## src/rtl/rx_bit_timer.sv

```systemverilog
// Receive bit timer: after start-bit detect, paces mid-bit sample strobes for data, parity and stop bits
// of one asynchronous serial frame, then flags end of packet or an illegal configuration.
module rx_bit_timer #(
    parameter int CNT_WIDTH = 14,
    parameter int BIT_WIDTH = 4
) (
    input  logic                 clk,
    input  logic                 rst,
    input  logic                 enable_timer,
    input  logic [CNT_WIDTH-1:0] bit_period,
    input  logic [BIT_WIDTH-1:0] data_bits,
    input  logic                 parity_en,
    input  logic                 stop_bits_2,
    output logic                 shift_enable,
    output logic [BIT_WIDTH:0]   bit_index,
    output logic                 is_parity,
    output logic                 is_stop,
    output logic                 packet_done,
    output logic                 busy,
    output logic                 cfg_error
);

    localparam int NW = BIT_WIDTH + 1;

    typedef enum logic [1:0] {
        IDLE = 2'd0,
        RUN  = 2'd1,
        DONE = 2'd2,
        ERR  = 2'd3
    } state_t;

    state_t               state_q, state_d;

    logic [CNT_WIDTH-1:0] period_q;
    logic [BIT_WIDTH-1:0] dataBits_q;
    logic                 parityEn_q;
    logic                 stop2_q;
    logic [NW-1:0]        numBits_q;

    logic [CNT_WIDTH-1:0] clkCnt_q, clkCnt_d;
    logic [NW-1:0]        bitCnt_q, bitCnt_d;
    logic                 packetDone_q, packetDone_d;
    logic                 cfgError_q, cfgError_d;

    logic                 startReq;
    logic                 cfgLegal;
    logic [NW-1:0]        numBitsIn;
    logic [CNT_WIDTH-1:0] halfPeriod;
    logic                 bitWrap;
    logic                 strobe;
    logic                 lastStrobe;

    assign startReq  = (state_q == IDLE) && enable_timer;
    assign cfgLegal  = (bit_period >= CNT_WIDTH'(2))
                     && (data_bits >= BIT_WIDTH'(5))
                     && (data_bits <= BIT_WIDTH'(9));
    assign numBitsIn = NW'(data_bits) + NW'(parity_en)
                     + (stop_bits_2 ? NW'(2) : NW'(1));

    // Strobe timing depends only on latched configuration and counters, never on live inputs.
    assign halfPeriod = period_q >> 1;
    assign bitWrap    = (clkCnt_q == period_q);
    assign strobe     = (state_q == RUN)
                     && (clkCnt_q == halfPeriod)
                     && (bitCnt_q != NW'(0))
                     && (bitCnt_q <= numBits_q);
    assign lastStrobe = strobe && (bitCnt_q == numBits_q);

    always_ff @(posedge clk) begin
        if (rst) begin
            state_q <= IDLE;
        end else begin
            state_q <= state_d;
        end
    end

    always_comb begin
        state_d = state_q;
        unique case (state_q)
            IDLE: begin
                if (enable_timer) begin
                    state_d = cfgLegal ? RUN : ERR;
                end
            end
            RUN: begin
                if (!enable_timer) begin
                    state_d = IDLE;
                end else if (lastStrobe) begin
                    state_d = DONE;
                end
            end
            DONE, ERR: begin
                if (!enable_timer) begin
                    state_d = IDLE;
                end
            end
            default: state_d = IDLE;
        endcase
    end

    // Configuration is captured only on the start cycle so mid-packet changes cannot disturb timing.
    always_ff @(posedge clk) begin
        if (rst) begin
            period_q   <= '0;
            dataBits_q <= '0;
            parityEn_q <= 1'b0;
            stop2_q    <= 1'b0;
            numBits_q  <= '0;
        end else if (startReq) begin
            period_q   <= bit_period;
            dataBits_q <= data_bits;
            parityEn_q <= parity_en;
            stop2_q    <= stop_bits_2;
            numBits_q  <= numBitsIn;
        end
    end

    always_comb begin
        clkCnt_d     = '0;
        bitCnt_d     = '0;
        packetDone_d = 1'b0;
        cfgError_d   = cfgError_q;
        if (startReq) begin
            cfgError_d = !cfgLegal;
            if (cfgLegal) begin
                clkCnt_d = CNT_WIDTH'(1);
            end
        end else if ((state_q == RUN) && enable_timer) begin
            if (lastStrobe) begin
                packetDone_d = 1'b1;
            end else if (bitWrap) begin
                clkCnt_d = CNT_WIDTH'(1);
                bitCnt_d = bitCnt_q + NW'(1);
            end else begin
                clkCnt_d = clkCnt_q + CNT_WIDTH'(1);
                bitCnt_d = bitCnt_q;
            end
        end
    end

    always_ff @(posedge clk) begin
        if (rst) begin
            clkCnt_q     <= '0;
            bitCnt_q     <= '0;
            packetDone_q <= 1'b0;
            cfgError_q   <= 1'b0;
        end else begin
            clkCnt_q     <= clkCnt_d;
            bitCnt_q     <= bitCnt_d;
            packetDone_q <= packetDone_d;
            cfgError_q   <= cfgError_d;
        end
    end

    // Parity is the bit right after the data; everything past data and parity is a stop bit.
    always_comb begin
        shift_enable = strobe;
        bit_index    = strobe ? bitCnt_q : '0;
        is_parity    = strobe && parityEn_q
                    && (bitCnt_q == NW'(dataBits_q) + NW'(1));
        is_stop      = strobe
                    && (bitCnt_q > NW'(dataBits_q) + NW'(parityEn_q));
        packet_done  = packetDone_q;
        busy         = (state_q == RUN);
        cfg_error    = cfgError_q;
    end

    logic unusedStop2;
    assign unusedStop2 = stop2_q;

endmodule
```

## config.mk

```make
export PLATFORM = sky130hd
export DESIGN_NAME = rx_bit_timer
export DESIGN_NICKNAME = d
export VERILOG_FILES = /design/src/rtl/rx_bit_timer.sv
export SDC_FILE = /design/constraint.sdc
export NUM_CORES = 1
export LEC_CHECK = 0
export ABC_CLOCK_PERIOD_IN_PS = 2300
export BUFFER_PORTS_ARGS = -buffer_cell sky130_fd_sc_hd__clkbuf_2
export CAP_MARGIN = 20
export CORE_MARGIN = 2
export CORE_UTILIZATION = 50
export DETAILED_ROUTE_END_ITERATION = 16
export PLACE_DENSITY = 0.74
export RECOVER_POWER = 50
export SYNTH_ARGS = -nofsm -noshare
export SYNTH_HDL_FRONTEND = slang
export SYNTH_SLANG_ARGS = --single-unit
```

## constraint.sdc

```tcl
create_clock -name clk -period 2.3 [get_ports clk]
set_clock_uncertainty 0.15 [all_clocks]
set_input_delay 0.46 -clock clk [delete_from_list [all_inputs] [get_ports clk]]
set_output_delay 0.46 -clock clk [all_outputs]
set_load 0.05 [all_outputs]
```

After elaboration in Yosys (flattened, before gate mapping):

Index checks and enable logic that the tools add are counted.

* $add $sub $neg: 6
* $lt $le $gt $ge: 5
* equality and inequality tests: 10
* muxes and demuxes: 14
* bitwise operators: 1
* reductions and logical operators: 18

Operators with widths (count)
* $mux 14: 4
* $add 14x1->14 const B: 1
* $eq 14x13->1: 1
* $eq 14x14->1: 1
* $ge 14x2->1 const B: 1
* $mux 2: 6
* $logic_and 1x1->1: 11
* $add 4x1->5: 2
* $eq 5x5->1: 2
* $pmux 2 s3: 1
* $add 4x1->5 const B: 1
* $add 5x1->5 const B: 1
* $add 5x2->5: 1
* $gt 5x5->1: 1
* $le 5x5->1: 1
* $mux 5: 1
* $reduce_bool 5->1: 1
* $eq 2x2->1 const B: 2
* $ge 4x3->1 const B: 1
* $le 4x4->1 const B: 1
* $ne 2x2->1 const B: 2
* $reduce_or 4->1: 1
* $ne 3x2->1 const B: 1
* $reduce_and 3->1: 1
* other kinds (7): 8

* register bits: 47
* word-level logic and storage cells: 63

Longest topological paths before layout:

Gate-level depths: netlist (run 1).

* depth in word-level cells: 8
* mapped depth: 9
* depth with buffers taken out: 9

Worst setup path after synthesis (run 1):

No wires, ideal clock.

* path type: reg-to-output
* start: reg bitCnt_q[3]
* end: out bit_index[0]
* data arrival time: 2.661 ns
* data required time: 1.690 ns
* slack: -0.971 ns
* stages on the path, launching flop included: 6
* cells stage by stage: dfxtp_1 > ha_1 > a21o_1 > a21oi_1 > a21oi_1 > nor4_1

* longest elaborated chain between the ends: 4
* elaborated cells on any way between the ends: 5
* those cells by class: 1 x order compare; 1 x mux; 3 x reduce/logical

Ends and longest elaborated chain
* from (decl): line 41 `logic [NW-1:0] bitCnt_q, bitCnt_d;`
* from (signal assigned): line 149 `bitCnt_q <= bitCnt_d;`
* branches (longest 2 deep; another with $le 5x5->1)
* $logic_and 1x1->1 (*): line 66 `&& (bitCnt_q <= numBits_q);`
* $mux 5 (*): line 158 `bit_index = strobe ? bitCnt_q : '0;`
* to (decl): line 15 `output logic [BIT_WIDTH:0] bit_index,`

Mark *: on every way between the ends.

Worst setup path after layout (run 1):

* start: reg parityEn_q
* end: out is_stop

* longest elaborated chain between the ends: 3

Ends and longest elaborated chain
* from (decl): line 36 `logic parityEn_q;`
* from (signal assigned): line 112 `parityEn_q <= parity_en;`
* $add 4x1->5: line 162 `&& (bitCnt_q > NW'(dataBits_q) + NW'(parityEn_q));`
* $gt 5x5->1: line 162
* $logic_and 1x1->1: line 162
* to (decl): line 17 `output logic is_stop,`

Every way passes these cells.

==> metrics, run 1 <==
DR pass1 iterations=4; DR vias/cell=5.396; Yosys top cell by area=dfxtp_1; Synth area leaders=dfxtp_1 (32%), xnor2_1 (8.7%), ha_1 (7.3%); hold path start=bit_period[0]; period utilization=129.1%; Layout area overhead=38.79%; Worst Reg-to-Reg Cells=9; RR Startpoint=bitCnt_q[1]$_SDFFE_PP0P_; top cell type's share of synthesized area=32.23%; critical path type=reg2out; slew of the pin with the lowest slew margin=0.5879 ns; # diodes=0; CTS root buf=clkbuf_8; Slew headroom=60.98%; finished layout cell area=4051 um^2; ys async rst share=0%; post-synthesis sequential area ratio=32.23%; fin util=72.68%; initial antenna violation count=0; Final setup violation count=8; clock buffer count from CTS=5; routed vias=2682; Final min period=2.970 ns; share of layout cells above drive strength 1=38.82%; flop2flop setup slack=0.18 ns; placed cells=483; vias in the first global route=2728; outcome=finished, violations left; Bufs and invs on worst path=2; number of fill cells in the layout=371; Post-synth EDFFs=0; DIE AREA=6465 um^2; clock sink count=47; setup TNS=-3.505 ns; CP Launch Type=flip-flop; peak supply drop=427.0 uV; worst r2r dst=clkCnt_q[1]$_SDFF_PP0_; worst min path class=in2reg; Post-synth top flop=dfxtp_1; grt total ovfl=0; crit-path cells=ha_4 -> ha_4 -> inv_2 -> ha_4 -> nor2b_1 -> o21a_1 -> o21a_1 -> o21a_1 -> o221a_4 -> clkbuf_16; Mapped Cells=336; Synth warnings=0; hold_ws=0.2124 ns; first-pass GRT wire length=13.50 mm; GP Congestion=0.8603; Detailed Place HPWL=5.666 mm; post-synthesis register bit count=47; Final Total Pwr=1.998 mW; initial core utilization=52.37%; clk_lat worst skew=0.31 ns; count of pins over their slew limit=0; Synth Cell Area=2919 um^2; total track usage=27.29%; Final ANT Viol Nets=0; Hold Vio Cnt, Final=0; Worst Hold Path EP=period_q[0]$_SDFFE_PP0P_; Avg Inst Size Synth=8.688 um^2; area occupied by multi-input gates=2023 um^2; nets=466; critical path peak fanout=2; synthesized net count=378; I/O pin cnt=34; Setup WS post-layout=-0.6702 ns; Critical Path Max Stage Delay=0.37 ns; # hold bufs at CTS=0; crit path DAT=2.36 ns; Die W=80.41 um; cell row count=27; Port Buffer Count=33; DRC Markers=0; Detailed Route Iter0 Violations=160; Max-Cap Viols=0; DRT Wirelength=8.227 mm; post-DR wirelength/cell=16.55 um; CTS Buffer Depth=2; Cell Area, Placed=3654 um^2; clk slew on worst S/H paths=0.10 ns; largest net degree at the start of global routing=27; Power Density=493.3 nW/um^2; RSZ-0062 raised after global routing=true; violated checks=negative setup slack; Worst Hold Path Cells=3; CP top delay family=compound AO/OA/AOI/OAI gates; post-placement setup slack=-0.4915 ns; Register Area=964.7 um^2; Max Fclk=0.3367 GHz; H-tree depth=2; WP data required=1.69 ns; TritonCTS clock tree=built; Finished Layout Cells=497; Slowest-stage cell, CP=dfxtp_4; Die H=80.41 um; Worst setup EP type=primary output; total core area=5574 um^2; LEAKAGE=1.656 nW; Synth cell types=48
==> layout make-up <==
class | count | area share (%)
multi-input cells | 262 | 49.94
flip-flops and latches | 47 | 23.81
repair buffers | 98 | 20.23
well taps | 72 | 2.224
clock buffers | 5 | 1.699
clock inverters | 3 | 1.174
inverters | 10 | 0.9265
==> tightest hold or removal path, cell delays in order <==
cell      delay [ns]
clkbuf_2        0.08
nand2_1         0.04
a21oi_1         0.05
==> cells in the final DEF (no fill, tap or decap), drive strengths merged <==
master	instances
buf	64
nand2	51
dfxtp	47
clkbuf	39
xnor2	30
a21oi	25
xor2	22
nor3	19
ha	17
nor2	15
nand3	14
inv	11
nor4	11
nand4	9
o21ai	7
and3	7
and2	6
nor2b	4
o21a	3
and4	3
nor3b	2
a211oi	2
fa	2
or2b	1
a21o	1
or4b	1
nand3b	1
o221a	1
and2b	1
nand2b	1
o22a	1
or4	1
o211a	1
o41ai	1
a31oi	1
mux2i	1
clkinv	1
bufinv	1
==> flip-flops by register name, indices dropped and copies added, names as in the netlist <==
signal / count
state_q: 2
numBits_q: 5
clkCnt_q: 14
bitCnt_q: 5
packet_done: 1
dataBits_q: 4
period_q: 14
cfg_error: 1
parityEn_q: 1
==> synthesized netlist by cell type, drive strengths merged (2+ instances only) <==
cell type / n
and3: 7
o21a: 3
fa: 2
buf: 6
nand3: 14
xnor2: 30
xor2: 22
nor2: 15
nor4: 11
inv: 10
dfxtp: 47
clkbuf: 11
nor2b: 4
a21oi: 25
nor3b: 2
o21ai: 7
and4: 3
nand2: 51
nor3: 19
ha: 17
and2: 6
a211oi: 2
nand4: 9
==> worst max-delay path by stage <==
stage                               start           end  cells after the start
2_1_floorplan      clkCnt_q[5]$_SDFF_PP0_  bit_index[2]                      6
3_3_place_gp   dataBits_q[0]$_SDFFE_PP0P_       is_stop                     10
3_5_place_dp   dataBits_q[0]$_SDFFE_PP0P_       is_stop                     10
4_1_cts           parityEn_q$_SDFFE_PP0P_       is_stop                     10
5_1_grt           parityEn_q$_SDFFE_PP0P_       is_stop                     10
6_report          parityEn_q$_SDFFE_PP0P_       is_stop                     10
==> logic make-up (layout without fill, tap and decap cells) <==
group	count (synthesis)	in the layout	share of synthesized area, %
compound gates	43	43	8.959
xor+xnor	52	52	15.86
fa+ha+maj	19	19	8.658
buf+inv	27	116	4.929
flops	47	47	32.23
mux	1	1	0.3429
simple gates	147	147	29.02
==> layer usage <==
metal / up-vias / share of wire, % / global-route usage [%]
met4: 0 / 1.2 / 8.814
li1: 1330 / - / -
met1: 1274 / 47 / 38.69
met3: 12 / 4.8 / 3.708
met2: 66 / 47 / 42.75
met5: - / 0 / 0
==> where the power goes <==
part | leakage, nW | switching, mW | total, mW | internal [mW]
sequential | 0.390 | 0.0249 | 0.870 | 0.846
clock | 0.0587 | 0.310 | 0.640 | 0.330
combinational | 1.21 | 0.266 | 0.488 | 0.222
==> timing repair <==
| item | 4_1_cts | 5_1_grt |
|---|---|---|
| resized for setup | 40 | 9 |
| pin swaps | 15 | 12 |
| setup endpoints to repair | 8 | 26 |
| setup buffers | 3 | 3 |
No activity file was read; power rests on OpenSTA's default activity.
==> run 2: changes to the inputs <==
CAP_MARGIN = 25   (was 20)
CORE_MARGIN = 3   (was 2)
SKIP_CTS_REPAIR_TIMING = 1   (was not set)
==> metrics, run 2 (synthesis results as in run 1) <==
DR vias/cell=5.398 (about the same); clock sink count=47 (unchanged); clock network power share=29.4% (-2.6 points); vias in the first global route=2535 (-7.1%); outcome=finished, violations left; count of pins over their slew limit=0 (unchanged); GP Congestion=0.8794 (+2.2%); clk_lat worst skew=0.31 ns (about the same); Slew headroom=60.50% (-0.47 points); initial core utilization=52.37% (unchanged); DRT Wirelength=7.906 mm (-3.9%); top layer in use=met4; critical path type=reg2out; Final min period=2.975 ns (+0.005129 ns); CTS root buf=clkbuf_8; part of the power in registers=46.1% (+2.5 points); met3 routed WL=428 um (+8.6%); post-DR wirelength/cell=15.97 um (-3.5%); initial antenna violation count=0 (unchanged); nets=464 (-0.43%); Final setup violation count=8 (unchanged); DIE AREA=6791 um^2 (+5.0%); clk slew on worst S/H paths=0.09 ns (about the same); clock buffer count from CTS=5 (unchanged); most common cell after layout, fill and taps aside=buf_4; H-tree depth=2 (unchanged); commonest cells after routing, fill and taps aside=buf_4 (57), nand2_1 (50), dfxtp_1 (35); violated checks=negative setup slack; Max-Cap Viols=0 (unchanged); Layout area overhead=34.12%; Detailed Place HPWL=5.653 mm (-0.22%); TritonCTS clock tree=built; biggest regs=clkCnt_q (14), period_q (14); total track usage=23.66% (-3.6 points); routed vias=2672 (-0.37%); cell row count=27 (unchanged); CTS Buffer Depth=2 (unchanged); first-pass GRT wire length=12.14 mm (-10%); crit path DAT=2.37 ns (about the same); share of layout cells above drive strength 1=36.88% (-1.9 points); net switching power=0.5898 mW (-1.8%); Setup WS post-layout=-0.6754 ns (-0.005129 ns); largest net degree at the start of global routing=27 (unchanged); worst min path class=in2reg; Gate power share=24.5% (about the same); CP Launch Type=flip-flop; sw frac=31.28% (+1.2 points); period utilization=129.4% (+0.22 points); fin util=70.24% (-2.4 points); number of fill cells in the layout=401 (+8.1%); M1 wire length=3.622 mm (-6.4%); Internal=1.296 mW (-7.3%); Hold Vio Cnt, Final=0 (unchanged); I/O pin cnt=34 (unchanged); Die H=82.41 um (+2.5%); Max Fclk=0.3361 GHz (-0.17%); # diodes=0 (unchanged); Power Density=481.6 nW/um^2 (-2.4%); Worst setup EP type=primary output; Port Buffer Count=33 (unchanged); Final ANT Viol Nets=0 (unchanged); LEAKAGE=1.603 nW (-3.2%); Die W=82.41 um (+2.5%); DRC Markers=0 (unchanged); WP data required=1.69 ns (about the same); met2 WL=3.741 mm (-3.1%); grt total ovfl=0 (unchanged); DR pass1 iterations=4 (unchanged); post-placement setup slack=-0.5372 ns (-0.04569 ns); critical path peak fanout=2 (unchanged); RSZ-0062 raised after global routing=true; finished layout cell area=3915 um^2 (-3.4%); Cell Area, Placed=3654 um^2 (unchanged); total core area=5574 um^2 (unchanged); peak supply drop=410.4 uV (-3.9%); Detailed Route Iter0 Violations=180 (+13%); slew of the pin with the lowest slew margin=0.5924 ns (+0.004552 ns)
run 2: cell count changes in the layout (fill, tap and decap cells not counted), sizes merged:
cell	change
inv	-1
clkinvlp	+1
buf	+4
clkbuf	-5
bufinv	-1
run 2: final timing paths:
check / start / to / slack (ns) / depth (start not counted)
min: bit_period[6] / period_q[6]$_SDFFE_PP0P_ / 0.22 / 3
max reg2reg: bitCnt_q[0]$_SDFFE_PP0P_ / clkCnt_q[10]$_SDFF_PP0_ / 0.17 / 9
min reg2reg: numBits_q[1]$_SDFFE_PP0P_ / numBits_q[1]$_SDFFE_PP0P_ / 0.31 / 2
max: parityEn_q$_SDFFE_PP0P_ / is_stop / -0.68 / 10
run 2: power by group through the flow:
stage / Combinational, mW / Clock (mW) / Sequential (mW)
floorplan: 0.271 / 0 / 0.895
global placement: 0.420 / 0 / 0.885
detailed placement: 0.430 / 0 / 0.887
CTS: 0.436 / 0.552 / 0.867
global route: 0.506 / 0.590 / 0.873
finish: 0.462 / 0.554 / 0.869
run 2: per-layer routing:
| metal | GRT usage [%] | vias to the layer above |
|---|---|---|
| met1 | 33.53 | 1266 |
| met2 | 35.90 | 66 |
| met5 | 0 | - |
| met3 | 3.688 | 14 |
| li1 | - | 1326 |
| met4 | 9.136 | 0 |
run 2: critical path, cell delays in order (launching register included):
cell and delay [ns]:
dfxtp_2 0.35, ha_4 0.17, ha_4 0.26, inv_2 0.04, ha_4 0.21, nor2b_1 0.13, o21a_1 0.17, o21a_1 0.17
o21a_1 0.19, o221a_4 0.22, buf_8 0.15
run 2: final cells by class:
type	count	area [um^2]	share of cell area (%)
Multi-Input combinational cell	262	2009	51.33
Timing Repair Buffer	96	720.7	18.41
Inverter	10	37.54	0.9588
Tap cell	72	90.09	2.301
Clock inverter	2	16.27	0.4155
Sequential cell	47	958.4	24.48
Clock buffer	6	82.58	2.109
run 2: through the flow:
step,hold slack [ns],setup TNS [ns],power (mW),std cells
floorplan,0.2863,-2.146,1.166,336
global placement,0.2957,-1.074,1.305,483
detailed placement,0.3032,-1.166,1.316,483
CTS,0.2172,-3.971,1.855,491
global route,0.2174,-3.911,1.968,495
finish,0.2183,-3.203,1.885,495
